**src/rtl/bdu_feeder_pkg.sv**
```systemverilog
// bdu_feeder_pkg: shared types and constants for the BDU feeder and its kNN result path.
package bdu_feeder_pkg;
  localparam int BIT_WIDTH = 32;
  localparam int DIST_W = 2 * BIT_WIDTH + 2;
  localparam logic [1:0] CODE_X = 2'b01;
  localparam logic [1:0] CODE_Y = 2'b10;
  localparam logic [1:0] CODE_Z = 2'b11;
  typedef struct packed {
    logic valid;
    logic [DIST_W-1:0] distance;
    logic [BIT_WIDTH-1:0] x;
    logic [BIT_WIDTH-1:0] y;
    logic [BIT_WIDTH-1:0] z;
  } knn_entry_t;
  typedef enum logic [2:0] {S_IDLE, S_CLEAR, S_STREAM, S_DRAIN, S_RESULT} feeder_state_e;
endpackage

```
**src/rtl/bdu_feeder_bit_sequencer.sv**
```systemverilog
// bit_sequencer: (dimension, bit index) counter walking x,y,z per bit, MSB = 1 .. LSB = BIT_WIDTH.
module bit_sequencer #(
  parameter int BIT_WIDTH = 32,
  parameter int BW = $clog2(BIT_WIDTH + 1)
) (
  input  logic          clk,
  input  logic          rst,
  input  logic          start,
  input  logic          advance,
  output logic [1:0]    code,
  output logic [BW-1:0] b,
  output logic          last
);
  import bdu_feeder_pkg::*;
  logic [1:0] code_q, code_d;
  logic [BW-1:0] b_q, b_d;
  always_comb begin
    code_d = start ? CODE_X : advance ? (code_q == CODE_Z ? CODE_X : code_q + 2'd1) : code_q;
    b_d = start ? BW'(1) : (advance && code_q == CODE_Z) ? b_q + BW'(1) : b_q;
  end
  always_ff @(posedge clk) begin
    if (rst) begin
      code_q <= 2'b00;
      b_q <= '0;
    end else begin
      code_q <= code_d;
      b_q <= b_d;
    end
  end
  assign code = code_q;
  assign b = b_q;
  assign last = code_q == CODE_Z && b_q == BW'(BIT_WIDTH);
endmodule

```
**src/rtl/bdu_feeder.sv**
```systemverilog
// bdu_feeder: streams query/reference bits into the BDU and hands its result to the kNN list.
module bdu_feeder #(
  parameter int BIT_WIDTH = bdu_feeder_pkg::BIT_WIDTH,
  parameter int BW = $clog2(BIT_WIDTH + 1)
) (
  input  logic                        clk,
  input  logic                        rst,
  input  logic                        q_load,
  input  logic [BIT_WIDTH-1:0]        q_x,
  input  logic [BIT_WIDTH-1:0]        q_y,
  input  logic [BIT_WIDTH-1:0]        q_z,
  input  logic                        ref_valid,
  output logic                        ref_ready,
  input  logic [BIT_WIDTH-1:0]        ref_x,
  input  logic [BIT_WIDTH-1:0]        ref_y,
  input  logic [BIT_WIDTH-1:0]        ref_z,
  output logic                        bdu_clr,
  output logic                        bdu_valid,
  output logic                        bdu_q_bit,
  output logic                        bdu_r_bit,
  output logic [1:0]                  bdu_code,
  output logic [BW-1:0]               bdu_b,
  input  logic                        bdu_complete,
  input  bdu_feeder_pkg::knn_entry_t  bdu_out,
  output logic                        res_valid,
  input  logic                        res_ready,
  output bdu_feeder_pkg::knn_entry_t  res_entry,
  output logic [15:0]                 term_count
);
  import bdu_feeder_pkg::*;
  feeder_state_e state_q, state_d;
  logic q_loaded_q, q_loaded_d;
  logic [BIT_WIDTH-1:0] qx_q, qy_q, qz_q, qx_d, qy_d, qz_d;
  logic [BIT_WIDTH-1:0] rx_q, ry_q, rz_q, rx_d, ry_d, rz_d;
  knn_entry_t res_q, res_d;
  logic [15:0] term_q, term_d;
  logic start, advance, last, stream;
  logic [1:0] code;
  logic [BIT_WIDTH-1:0] q_sel, r_sel, q_sh, r_sh;

  bit_sequencer #(.BIT_WIDTH(BIT_WIDTH), .BW(BW)) u_seq (
    .clk(clk), .rst(rst), .start(start), .advance(advance),
    .code(code), .b(bdu_b), .last(last)
  );

  // Shifting left by b-1 puts bit (BIT_WIDTH - b) in the MSB position.
  always_comb begin
    q_sel = code == CODE_X ? qx_q : code == CODE_Y ? qy_q : qz_q;
    r_sel = code == CODE_X ? rx_q : code == CODE_Y ? ry_q : rz_q;
    q_sh = q_sel << (bdu_b - BW'(1));
    r_sh = r_sel << (bdu_b - BW'(1));
  end

  assign stream = state_q == S_STREAM;
  assign ref_ready = state_q == S_IDLE && q_loaded_q;
  assign bdu_clr = state_q == S_CLEAR;
  assign bdu_valid = stream && !bdu_complete;
  assign bdu_q_bit = stream && q_sh[BIT_WIDTH-1];
  assign bdu_r_bit = stream && r_sh[BIT_WIDTH-1];
  assign bdu_code = stream ? code : 2'b00;
  assign res_valid = state_q == S_RESULT;
  assign res_entry = res_q;
  assign term_count = term_q;

  always_comb begin
    state_d = state_q;
    q_loaded_d = q_loaded_q;
    {qx_d, qy_d, qz_d} = {qx_q, qy_q, qz_q};
    {rx_d, ry_d, rz_d} = {rx_q, ry_q, rz_q};
    res_d = res_q;
    term_d = term_q;
    start = 1'b0;
    advance = 1'b0;
    case (state_q)
      S_IDLE: begin
        if (q_load) begin
          q_loaded_d = 1'b1;
          {qx_d, qy_d, qz_d} = {q_x, q_y, q_z};
        end
        if (ref_valid && ref_ready) begin
          {rx_d, ry_d, rz_d} = {ref_x, ref_y, ref_z};
          state_d = S_CLEAR;
        end
      end
      S_CLEAR: begin
        start = 1'b1;
        state_d = S_STREAM;
      end
      S_STREAM: begin
        if (bdu_complete) begin
          res_d = bdu_out;
          state_d = S_RESULT;
        end else if (last) begin
          state_d = S_DRAIN;
        end else begin
          advance = 1'b1;
        end
      end
      S_DRAIN: begin
        res_d = bdu_out;
        state_d = S_RESULT;
      end
      S_RESULT: begin
        if (res_ready) begin
          state_d = S_IDLE;
          term_d = (!res_q.valid && term_q != 16'hFFFF) ? term_q + 16'd1 : term_q;
        end
      end
      default: state_d = S_IDLE;
    endcase
  end

  always_ff @(posedge clk) begin
    if (rst) begin
      state_q <= S_IDLE;
      q_loaded_q <= 1'b0;
      {qx_q, qy_q, qz_q} <= '0;
      {rx_q, ry_q, rz_q} <= '0;
      res_q <= '0;
      term_q <= '0;
    end else begin
      state_q <= state_d;
      q_loaded_q <= q_loaded_d;
      {qx_q, qy_q, qz_q} <= {qx_d, qy_d, qz_d};
      {rx_q, ry_q, rz_q} <= {rx_d, ry_d, rz_d};
      res_q <= res_d;
      term_q <= term_d;
    end
  end
endmodule

```
**config.mk**
```make
export PLATFORM = sky130hd
export DESIGN_NAME = bdu_feeder
export DESIGN_NICKNAME = d
export VERILOG_FILES = /design/src/rtl/bdu_feeder_pkg.sv /design/src/rtl/bdu_feeder_bit_sequencer.sv /design/src/rtl/bdu_feeder.sv
export SDC_FILE = /design/constraint.sdc
export NUM_CORES = 1
export LEC_CHECK = 0
export ABC_AREA = 1
export BUFFER_PORTS_ARGS = -buffer_cell sky130_fd_sc_hd__buf_4
export CORE_AREA = 3 3 216 218
export CTS_CLUSTER_DIAMETER = 100
export DETAILED_ROUTE_END_ITERATION = 16
export DIE_AREA = 0 0 219 221
export GPL_ROUTABILITY_DRIVEN = 0
export MAX_ROUTING_LAYER = met4
export SLEW_MARGIN = 10
export SYNTH_ARGS = -nofsm -noshare
export SYNTH_HDL_FRONTEND = slang
export SYNTH_SLANG_ARGS = --single-unit
```
**constraint.sdc**
```tcl
create_clock -name clk -period 2.7 [get_ports clk]
set_input_delay 0.135 -clock clk [delete_from_list [all_inputs] [get_ports clk]]
set_output_delay 0.135 -clock clk [all_outputs]
set_load 0.05 [all_outputs]
```
==> out/results.md <==
Run status
- **status** finished, final reports clean

Placement
- **post-detail-place hpwl** 45500 microns
- **Port Buf Inserts** 553
- **Placed Cells** 3226

Global route
- **wire length of the first global-routing pass** 103000 microns
- **global route overflow** 0
- **peak-usage layer in the global routing report** met2
- **global routing usage on met2** 0.458
- **Global Route Usage Sum** 0.277
- **GR Util met1** 0.315
- **largest net degree at the start of global routing** 164
- **met3 track demand over resource** 0.0600
- **via count of the first global-routing pass** 18400
- **initial antenna violation count** 20

Worst hold path
- **endpoint of the worst hold-timing path** qy_q[30]
- **origin of the worst min-delay path** q_y[30]
- **worst hold path cell count** 3
- **path class of the lowest-slack min-delay path** input port to flop

Timing
- **slew at the pin with the worst max-slew slack** 0.783 ns
- **Setup Viol. Count Final** 0
- **TNS Setup** 0 ns
- **top achievable clock speed** 376 MHz
- **setup repair after global routing missed its margin** true
- **final count of hold timing violations** 0
- **crit path time final** 2.66 ns
- **Max transition margin** 0.478
- **period utilisation layout** 0.984
- **final number of max-transition violations** 0
- **clock skew** 0.0141 ns

Cells and area
- **multi-input combinational cell area** 6850 sq um
- **filler instances** 4010
- **core occupancy in the finished layout** 0.579
- **post-route insts no fill** 3702
- **share of cells above drive strength 1** 0.234
- **growth of design area from synthesis to finish** 65.5%
- **final-stage net count** 3414
- **FF/Latch Area** 7670 sq um

Power
- **leakage dissipation** 11.7 nW
- **highest ir drop seen on vdd** 0.000691 V
- **power density relative to cell area** 822 nW/um^2

Clock network
- **buffer depth of the longest clock path** 3
- **Root Buffer Master** sky130_fd_sc_hd__clkbuf_16
- **count of H-tree levels built during CTS** 2
- **TritonCTS clock tree** built
- **number of buffers created by CTS** 44
- **number of clock sinks** 383
- **latest clock arrival within the worst-skew pair** 0.57 ns
- **Clock transition at path regs** 0.06 ns

Critical path
- **data arrival time of the critical path** 2.52 ns
- **start of the worst register-to-register path** term_count[0]
- **R2R Path End** term_count[5]
- **critical path's slowest cell** sky130_fd_sc_hd__dfxtp_4
- **sort of element at the end of the critical path** output pin
- **flop2flop setup slack** 0.52 ns
- **required arrival time at the worst endpoint** 2.57 ns
- **maximum fanout along the worst path** 5
- **kind of critical path** flop to output pin
- **Setup crit start kind** flop
- **Crit path max-delay family** simple AND/OR/NAND/NOR gates
- **count of buffering cells on the critical path with inverters included** 4
- **delay of the slowest cell on the worst path** 0.36 ns
- **chain of cells forming the critical path** inv_4 > ha_4 > clkbuf_16 > clkbuf_16 > nand2_4 > o21ai_2 > o21ai_1 > nand3_1 > nand3_1 > nand2_1 > nor2_1 > nor2_2 > nor2_4 > buf_8
- **depth of the most critical reg-to-reg path** 9

Floorplan
- **initial core utilization** 0.350
- **total die area** 48400 sq um
- **die extent in y** 221 microns
- **Std-Cell Rows** 78
- **number of ports placed on the die boundary** 554
- **core area** 45100 sq um
- **horizontal extent of the die** 219 microns

Logic synthesis
- **synth top area cells** sky130_fd_sc_hd__dfxtp_1 (49%), sky130_fd_sc_hd__o21ai_0 (10%), sky130_fd_sc_hd__nor2_1 (8.6%)
- **synthesized netlist net count** 2572
- **commonest cells in the netlist** sky130_fd_sc_hd__dfxtp_1 (383), sky130_fd_sc_hd__nor2_1 (360), sky130_fd_sc_hd__o21ai_0 (325)
- **library cell occupying the most area in the post-synthesis netlist** sky130_fd_sc_hd__dfxtp_1
- **Syn Std Cell Area** 15800 sq um
- **share of flip-flops with an asynchronous set or reset** 0
- **number of distinct standard cells referenced by the synthesized netlist** 29
- **yosys synthesis warning count** 0
- **EDFF count, synth** 0
- **dominant register cell in the synthesized netlist** sky130_fd_sc_hd__dfxtp_1
- **share of synthesized area occupied by flip-flops and latches** 0.487
- **synthesis-stage register bit count** 383
- **most numerous cell in the Yosys netlist** sky130_fd_sc_hd__dfxtp_1
- **post-synthesis area per instance** 7.15 sq um
- **proportion of netlist area held by the largest area contributor** 0.487
- **Synth Instances** 2204

Route
- **total number of vias** 18300
- **average vias per placed instance** 4.94
- **Pre-Repair DR Iteration Count** 5
- **number of remaining DRC errors** 0
- **drt initial violations** 1216
- **post-route antenna net violation count** 0
- **DRT Wirelength** 67700 microns
- **average wire per standard cell** 18.3 microns

Run
- **Max Cap Viol** 0

## worst max path at each step
stage,cells after the start,slack (ns),from,end
global route,14,-0.09,u_seq.code[0],bdu_q_bit
finish,14,0.04,u_seq.code[0],bdu_q_bit
floorplan,15,0.02,u_seq.b[0],bdu_r_bit
global placement,11,0.32,u_seq.b[0],bdu_q_bit
detailed placement,11,0.25,u_seq.b[0],bdu_q_bit
CTS,11,0.0002,u_seq.b[0],bdu_q_bit
## registers in the layout, indices dropped and copies added (netlist names)
name / cells
qy_q: 32
rx_q: 32
qz_q: 32
rz_q: 32
res_entry: 163
state_q: 3
ry_q: 32
q_loaded_q: 1
u_seq.b: 6
qx_q: 32
term_count: 16
u_seq.code: 2
## report_power, final
group / switching (mW) / internal (mW)
Sequential: 0.507 / 6.77
Clock: 2.45 / 3.87
Combinational: 5.11 / 2.74
Total: 8.07 / 13.4
## worst reg2reg max path: stages (launching register included)
cell and delay [ns]:
sky130_fd_sc_hd__dfxtp_1 0.41, sky130_fd_sc_hd__ha_1 0.24, sky130_fd_sc_hd__nand2_1 0.13, sky130_fd_sc_hd__nor2_1 0.11, sky130_fd_sc_hd__nand3b_1 0.14, sky130_fd_sc_hd__o21ai_2 0.42, sky130_fd_sc_hd__inv_2 0.23, sky130_fd_sc_hd__nand2_1 0.17
sky130_fd_sc_hd__o21ai_0 0.09, sky130_fd_sc_hd__a21oi_1 0.17
## cell families (layout without fill, tap and decap cells)
kind of cell,count (synthesis),after routing,share of synthesized area
DFF,383,383,0.487
AOI/OAI and AO/OA,603,603,0.193
buffers and inverters,361,1236,0.0898
adders and majority gates,7,7,0.00556
and+or+nand+nor,835,835,0.216
xor gates and xnor gates,15,15,0.00834
other,0,23,0
## metrics by stage
step	instance area, sq um	hold slack, ns	setup WS [ns]	total power [mW]
2_1_floorplan	15800	0.270	0.0159	11.9
3_3_place_gp	20400	0.355	0.324	14.2
3_5_place_dp	20400	0.363	0.250	14.3
4_1_cts	25900	0.0262	0.000227	21.4
5_1_grt	26100	0.0146	-0.0863	22.5
6_report	26100	0.0475	0.0433	21.4
## final cells by class
| type | count | share of cell area |
|---|---|---|
| clock inverters | 20 | 0.0105 |
| repair buffers | 963 | 0.324 |
| inverters | 194 | 0.0294 |
| clock buffers | 59 | 0.0486 |
| well taps | 600 | 0.0288 |
| multi-input cells | 1460 | 0.263 |
| flip-flops and latches | 383 | 0.294 |
| diodes | 23 | 0.00221 |
## routing by layer
metal	routed length, microns	part of all wire
met3	4970	0.073
met5	0	0
met1	26500	0.39
met2	32600	0.48
met4	3700	0.055
## repair_timing
item                                    4_1_cts  5_1_grt
pin swaps                                     4       20
resized for setup                            35       40
endpoints found under the setup margin        2        2
hold buffers                                362        0
gates cloned                                  4        3
hold endpoints to repair                    356        0
setup buffers                                 6        0
## layout by cell type, fill, tap and decap left out, drive strengths merged, types with 7 or more instances in the layout
cell	n
a21oi	242
buf	596
clkbuf	62
clkinv	12
dfxtp	383
diode	23
dlygate4sd3	362
ha	7
inv	195
nand2	286
nand3	168
nor2	361
nor3	8
o211ai	10
o21ai	350
xnor2	7
xor2	8
Note: power is estimated with default switching activity, not from simulation.
